===== src/rtl/graphics_pkg.sv =====
// rtl/graphics_pkg.sv - wall register slot map, wall record type and reset values
package graphics_pkg;

   localparam int WALL_CW = 32;

   localparam int WALL_SLOT_X_MIN  = 0;
   localparam int WALL_SLOT_X_MAX  = 1;
   localparam int WALL_SLOT_Y_MIN  = 2;
   localparam int WALL_SLOT_Y_MAX  = 3;
   localparam int WALL_SLOT_COLOUR = 4;
   localparam int WALL_SLOT_ENABLE = 5;

   localparam logic [23:0] DEFAULT_COLOUR = 24'h15688E;

   typedef struct packed {
      logic [WALL_CW-1:0] x_min;
      logic [WALL_CW-1:0] x_max;
      logic [WALL_CW-1:0] y_min;
      logic [WALL_CW-1:0] y_max;
      logic [23:0]        colour;
      logic               enable;
   } wall_t;

   localparam wall_t WALL0_RESET = '{
      x_min:  32'd22,
      x_max:  32'd60,
      y_min:  32'd35,
      y_max:  32'd200,
      colour: DEFAULT_COLOUR,
      enable: 1'b1
   };

endpackage


===== src/rtl/wall_hit_cmp.sv =====
// rtl/wall_hit_cmp.sv - combinational half-open rectangle hit test for one wall
module wall_hit_cmp
   import graphics_pkg::*;
(
   input  wall_t              i_wall,
   input  logic [WALL_CW-1:0] i_x,
   input  logic [WALL_CW-1:0] i_y,
   output logic               o_hit
);

   // Half-open bounds make an empty or inverted rectangle unable to hit.
   assign o_hit = i_wall.enable
                & (i_x >= i_wall.x_min) & (i_x < i_wall.x_max)
                & (i_y >= i_wall.y_min) & (i_y < i_wall.y_max);

endmodule


===== src/rtl/walls_controller_multi.sv =====
// rtl/walls_controller_multi.sv - multi-wall renderer with shadow/active registers and 2-stage pixel pipeline
module walls_controller_multi
   import graphics_pkg::*;
#(
   parameter  int N_WALLS = 4,
   parameter  int COORD_W = 32,
   localparam int AW      = $clog2(N_WALLS) + 3
)(
   input  logic               clk,
   input  logic               rst_n_i,
   input  logic               MW_i,
   input  logic [AW-1:0]      address_i,
   input  logic [COORD_W-1:0] data_i,
   output logic [COORD_W-1:0] rd_data_o,
   input  logic               frame_start_i,
   input  logic               pix_valid_i,
   input  logic [COORD_W-1:0] x_pos_i,
   input  logic [COORD_W-1:0] y_pos_i,
   output logic               pix_valid_o,
   output logic               visible_o,
   output logic [3:0]         wall_idx_o,
   output logic [23:0]        RGB_o
);

   logic [1:0]         r_rst_sync;
   logic               w_rst_n;
   wall_t              r_shadow [N_WALLS];
   wall_t              r_active [N_WALLS];
   logic [3:0]         w_widx;
   logic [2:0]         w_slot;
   logic               w_addr_ok;
   logic [COORD_W-1:0] w_rd_next;
   logic [N_WALLS-1:0] w_hit;
   logic               r_s1_valid;
   logic [N_WALLS-1:0] r_s1_hit;
   logic [23:0]        r_s1_colour [N_WALLS];
   logic               w_win_vis;
   logic [3:0]         w_win_idx;
   logic [23:0]        w_win_rgb;

   // Reset asserts asynchronously and is released on a clock edge.
   always_ff @(posedge clk or negedge rst_n_i) begin
      if (!rst_n_i) r_rst_sync <= 2'b00;
      else          r_rst_sync <= {r_rst_sync[0], 1'b1};
   end
   assign w_rst_n = r_rst_sync[1];

   always_comb begin
      w_widx    = 4'(address_i >> 3);
      w_slot    = address_i[2:0];
      w_addr_ok = ({1'b0, w_widx} < 5'(N_WALLS)) && (w_slot < 3'd6);
   end

   always_ff @(posedge clk or negedge w_rst_n) begin
      if (!w_rst_n) begin
         for (int i = 0; i < N_WALLS; i++) r_shadow[i] <= (i == 0) ? WALL0_RESET : wall_t'(0);
      end else if (MW_i && w_addr_ok) begin
         for (int i = 0; i < N_WALLS; i++) begin
            if (w_widx == 4'(i)) begin
               case (w_slot)
                  3'(WALL_SLOT_X_MIN):  r_shadow[i].x_min  <= WALL_CW'(data_i);
                  3'(WALL_SLOT_X_MAX):  r_shadow[i].x_max  <= WALL_CW'(data_i);
                  3'(WALL_SLOT_Y_MIN):  r_shadow[i].y_min  <= WALL_CW'(data_i);
                  3'(WALL_SLOT_Y_MAX):  r_shadow[i].y_max  <= WALL_CW'(data_i);
                  3'(WALL_SLOT_COLOUR): r_shadow[i].colour <= 24'(data_i);
                  3'(WALL_SLOT_ENABLE): r_shadow[i].enable <= data_i[0];
                  default: ;
               endcase
            end
         end
      end
   end

   // Commit samples the shadow before any same-edge write lands.
   always_ff @(posedge clk or negedge w_rst_n) begin
      if (!w_rst_n) begin
         for (int i = 0; i < N_WALLS; i++) r_active[i] <= (i == 0) ? WALL0_RESET : wall_t'(0);
      end else if (frame_start_i) begin
         for (int i = 0; i < N_WALLS; i++) r_active[i] <= r_shadow[i];
      end
   end

   always_comb begin
      w_rd_next = '0;
      if (w_addr_ok) begin
         for (int i = 0; i < N_WALLS; i++) begin
            if (w_widx == 4'(i)) begin
               case (w_slot)
                  3'(WALL_SLOT_X_MIN):  w_rd_next = COORD_W'(r_shadow[i].x_min);
                  3'(WALL_SLOT_X_MAX):  w_rd_next = COORD_W'(r_shadow[i].x_max);
                  3'(WALL_SLOT_Y_MIN):  w_rd_next = COORD_W'(r_shadow[i].y_min);
                  3'(WALL_SLOT_Y_MAX):  w_rd_next = COORD_W'(r_shadow[i].y_max);
                  3'(WALL_SLOT_COLOUR): w_rd_next = COORD_W'(r_shadow[i].colour);
                  3'(WALL_SLOT_ENABLE): w_rd_next = COORD_W'(r_shadow[i].enable);
                  default: ;
               endcase
            end
         end
      end
   end

   always_ff @(posedge clk or negedge w_rst_n) begin
      if (!w_rst_n) rd_data_o <= '0;
      else          rd_data_o <= w_rd_next;
   end

   for (genvar g = 0; g < N_WALLS; g++) begin : g_wall
      wall_hit_cmp u_cmp (
         .i_wall (r_active[g]),
         .i_x    (WALL_CW'(x_pos_i)),
         .i_y    (WALL_CW'(y_pos_i)),
         .o_hit  (w_hit[g])
      );
   end

   // Colours ride with the hit vector so a commit between stages cannot mix frames.
   always_ff @(posedge clk or negedge w_rst_n) begin
      if (!w_rst_n) begin
         r_s1_valid <= 1'b0;
         r_s1_hit   <= '0;
         for (int i = 0; i < N_WALLS; i++) r_s1_colour[i] <= '0;
      end else begin
         r_s1_valid <= pix_valid_i;
         r_s1_hit   <= w_hit;
         for (int i = 0; i < N_WALLS; i++) r_s1_colour[i] <= r_active[i].colour;
      end
   end

   always_comb begin
      w_win_vis = 1'b0;
      w_win_idx = '0;
      w_win_rgb = '0;
      for (int i = N_WALLS - 1; i >= 0; i--) begin
         if (r_s1_hit[i]) begin
            w_win_vis = 1'b1;
            w_win_idx = 4'(i);
            w_win_rgb = r_s1_colour[i];
         end
      end
   end

   always_ff @(posedge clk or negedge w_rst_n) begin
      if (!w_rst_n) begin
         pix_valid_o <= 1'b0;
         visible_o   <= 1'b0;
         wall_idx_o  <= '0;
         RGB_o       <= '0;
      end else begin
         pix_valid_o <= r_s1_valid;
         visible_o   <= w_win_vis;
         wall_idx_o  <= w_win_idx;
         RGB_o       <= w_win_rgb;
      end
   end

endmodule


===== config.mk =====
export PLATFORM = sky130hd
export DESIGN_NAME = walls_controller_multi
export DESIGN_NICKNAME = d
export VERILOG_FILES = /design/src/rtl/graphics_pkg.sv /design/src/rtl/wall_hit_cmp.sv /design/src/rtl/walls_controller_multi.sv
export SDC_FILE = /design/constraint.sdc
export NUM_CORES = 2
export LEC_CHECK = 0
export CAP_MARGIN = 25
export CORE_ASPECT_RATIO = 0.5
export CORE_MARGIN = 4
export CORE_UTILIZATION = 30
export CTS_CLUSTER_DIAMETER = 80
export CTS_CLUSTER_SIZE = 20
export DETAILED_ROUTE_END_ITERATION = 6
export PLACE_DENSITY = 0.46
export SYNTH_ARGS = -nofsm -noshare
export SYNTH_HDL_FRONTEND = slang
export SYNTH_HIERARCHICAL = 1
export SYNTH_SLANG_ARGS = --single-unit

===== constraint.sdc =====
create_clock -name clk -period 45.1 [get_ports clk]
set_input_delay 4.51 -clock clk [delete_from_list [all_inputs] [get_ports clk]]
set_output_delay 4.51 -clock clk [all_outputs]
set_load 0.02 [all_outputs]

==> impl_results.md <==
* Number of global-route vias before repair at 46500
* Vias/cell at approximately 5.2
* GRT Overall Usage at 0.205
* Crit. Startpoint: x_pos_i[0]
* CTS Hold Bufs at 0
* Fin crit period at 7.82 ns
* Max-slew violations at 0
* Outcome: finished clean
* Final worst path period share at 0.173
* DRC at 0
* CTS clk-pin slew, worst paths at around 0.09 ns
* Die height at 346 um
* Reg-to-Reg Start: r_rst_sync[1]
* H-tree depth at 3
* Synth area leaders: dfrtp_1, mux2_2, ha_1, inv_1, dfstp_2
* DRT iter0 DRCs at 3546
* Mapped cell area at 0.0684 sq mm
* Gate Count Post-Synth at 5520
* Post-DP HPWL at 179 mm
* Cts bufs inserted at 80
* Worst slew margin at 0.113
* Crit path depth at 12
* Most frequent standard cell in the layout excluding fill and tap cells: dfrtp_1
* # Max-Cap Violations at 0
* CP Class: input pin to flop
* Largest net degree at the start of global routing at 155
* Most frequent cells in the layout: dfrtp_1, mux2_2, inv_1
* IO Pins at 168
* Arrival time of the worst setup path at 8.38 ns
* Setup TNS at 0 ns
* Initial antenna violation count at 14
* Synth Flop Type: dfrtp_1
* Nets at 6190
* Yosys warns at 6
* Critical path buffer and inverter count at 4
* Post-cts sizing count at 0
* Slew @ Worst Pin at 1.33 ns
* Register area share after synthesis at 0.508
* Final hold vios at 0
* Layout cells sized above 1 at 0.268
* Slowest stage cell, crit path: clkdlybuf4s50_1
* CP Cell Sequence: clkdlybuf4s50_1, inv_1, ha_1, nand2b_1, a2111o_1, a31oi_1, o41ai_1, buf_2, a2111oi_0, buf_1, nand4b_1, nor3_1
* Total routed wirelength at 248 mm
* Post-synth EDFFs at 0
* Vias at 44900
* Worst-Skew Late Latency at 0.73 ns
* Largest delay contributor family on the critical path: compound AO/OA/AOI/OAI gates
* RSZ-0062 raised after global routing: false
* Core ar. at roughly 0.23 sq mm
* Chip Width at 683 um
* Grt total ovfl at 0
* Final WS setup at 37.28 ns
* R2R depth at 6
* Min-delay worst type: flop to asynchronous set/reset pin
* Setup WS pre-CTS at 36.50 ns
* Root Driver: clkbuf_16
* Share of the synthesized area in the top cell type at 0.490
* Max Fclk at 0.128 GHz
* RePlAce Congestion at roughly 0.92
* Peak supply drop at 0.0297 mV
* Critical R2R Capture: RGB_o[8]
* Yosys top cell by area: dfrtp_1
* Final antenna-violating net count at 0
* Final Skew at approximately 0.031 ns
* Number of synthesized register bits at about 1400
* Worst reg-to-reg setup slack at 40.26 ns
* Detailed Routing Iterations Pass 1 at 6
* Crit path max fanout at 8
* Max clock buf depth at 3
* Cell Pwr Density at 41.9 mW/mm^2
* Crit. End Element: flop
* Fillers at 22400
* Die ar. at 0.236 sq mm
* Setup-failing EPs final at 0
* Leak at 34.8 nW
* Critical path's largest stage delay at 0.74 ns
* Post-synth ARST share at 1.00
* First-pass GRT wire length at 352 mm
* WP data required at roughly 46 ns
* Starting Density at 0.303
* Postcts setup bufs at 0
* CTS Sinks at 1387
* Area Overhead vs Synth at 10.9%
* Avg Inst Size Synth at ~12 sq um
* Yosys cell types at 82
* Standard-cell row count at ~120
* TritonCTS clock tree: yes
* Port bufs at 165
* WL per Instance at between 20 and 30 um
* Worst setup endpoint: r_s1_hit[0]
* Crit path launch type: input pin
## state kept, by name, summed over array words and instances, names as in the netlist
register / cells
r_s1_hit: 4
r_s1_colour: 96
pix_valid_o: 1
r_rst_sync: 2
rd_data_o: 32
r_shadow: 612
r_s1_valid: 1
wall_idx_o: 2
RGB_o: 24
r_active: 612
visible_o: 1
## stage by stage
stage                util  instance area [sq um]  std cells  power [mW]  hold slack, ns
floorplan               -                  68400       5521        2.09           0.331
global placement    0.324                  73200       8475        2.38           0.333
detailed placement  0.325                  73400       8490        2.41           0.338
CTS                 0.335                  75700       8624        3.21           0.359
global route        0.336                  75900       8632        3.35           0.363
finish              0.336                  75900       8637        3.18           0.329
## worst register-to-register path: stages (launching register included)
cell and delay [ns]:
dfrtp_4 0.80, buf_12 0.67, buf_4 1.07, buf_12 0.73, buf_4 0.45, buf_16 0.31, buf_4 0.78
## routing by layer
layer / routed length [um] / GRT usage / share of wire / vias up
met3: 10300 / 0.0282 / 0.042 / 385
met2: 118000 / 0.346 / 0.48 / 1074
met4: 12900 / 0.0908 / 0.052 / 2
met5: 14 / 0 / 0.000057 / -
met1: 106000 / 0.263 / 0.43 / 23700
li1: - / - / - / 19700
## logic make-up (layout without fill, tap and decap cells)
logic type,count (synthesis),count (layout),synth area share
fa+ha+maj,504,504,0.0922
other cells,2,8,0.000110
simple gates,590,590,0.0438
compound gates,841,841,0.0790
mux,1372,1372,0.227
buf+inv,824,935,0.0499
flops,1387,1387,0.508
## worst min-delay path by stage
stage | startpoint | endpoint | cells after the start
after floorplan | r_s1_valid | pix_valid_o | 0
after global placement | r_s1_valid | pix_valid_o | 0
after detailed placement | r_s1_valid | pix_valid_o | 0
after CTS | r_s1_valid | pix_valid_o | 0
after global routing | r_s1_valid | pix_valid_o | 0
final | r_rst_sync[1] | r_s1_valid | 0
## synth_stat cells, types with 29 or more instances
cell	n
mux2_1	72
a21oi_1	237
a221oi_1	37
mux2i_1	107
mux2_2	1174
nor2_1	167
buf_4	29
nand4_1	68
ha_1	504
inv_1	524
buf_2	76
o21ai_0	190
a21o_1	33
dfstp_2	48
clkbuf_1	177
o22ai_1	30
o221ai_1	31
nor3_1	30
a22oi_1	77
a211oi_1	63
dfrtp_1	1339
nand2_1	171
## area by class of cell
type	instances	area [sq um]	area share
sequential	1387	34800	0.458
multi-input combinational	3310	30400	0.400
tap	3000	3750	0.0495
timing repair buffer	276	2730	0.0359
clock buffer	126	2210	0.0291
inverter	525	1970	0.0260
clock inverter	8	97.6	0.00129
antenna	5	12.5	0.000165
## report_power, final
| group | switching (mW) | internal [mW] | total (mW) |
|---|---|---|---|
| sequential | 0.195 | 1.48 | 1.67 |
| combinational | 0.387 | 0.330 | 0.716 |
| clock | 0.449 | 0.346 | 0.795 |
Power figures use the tool's default switching activity.
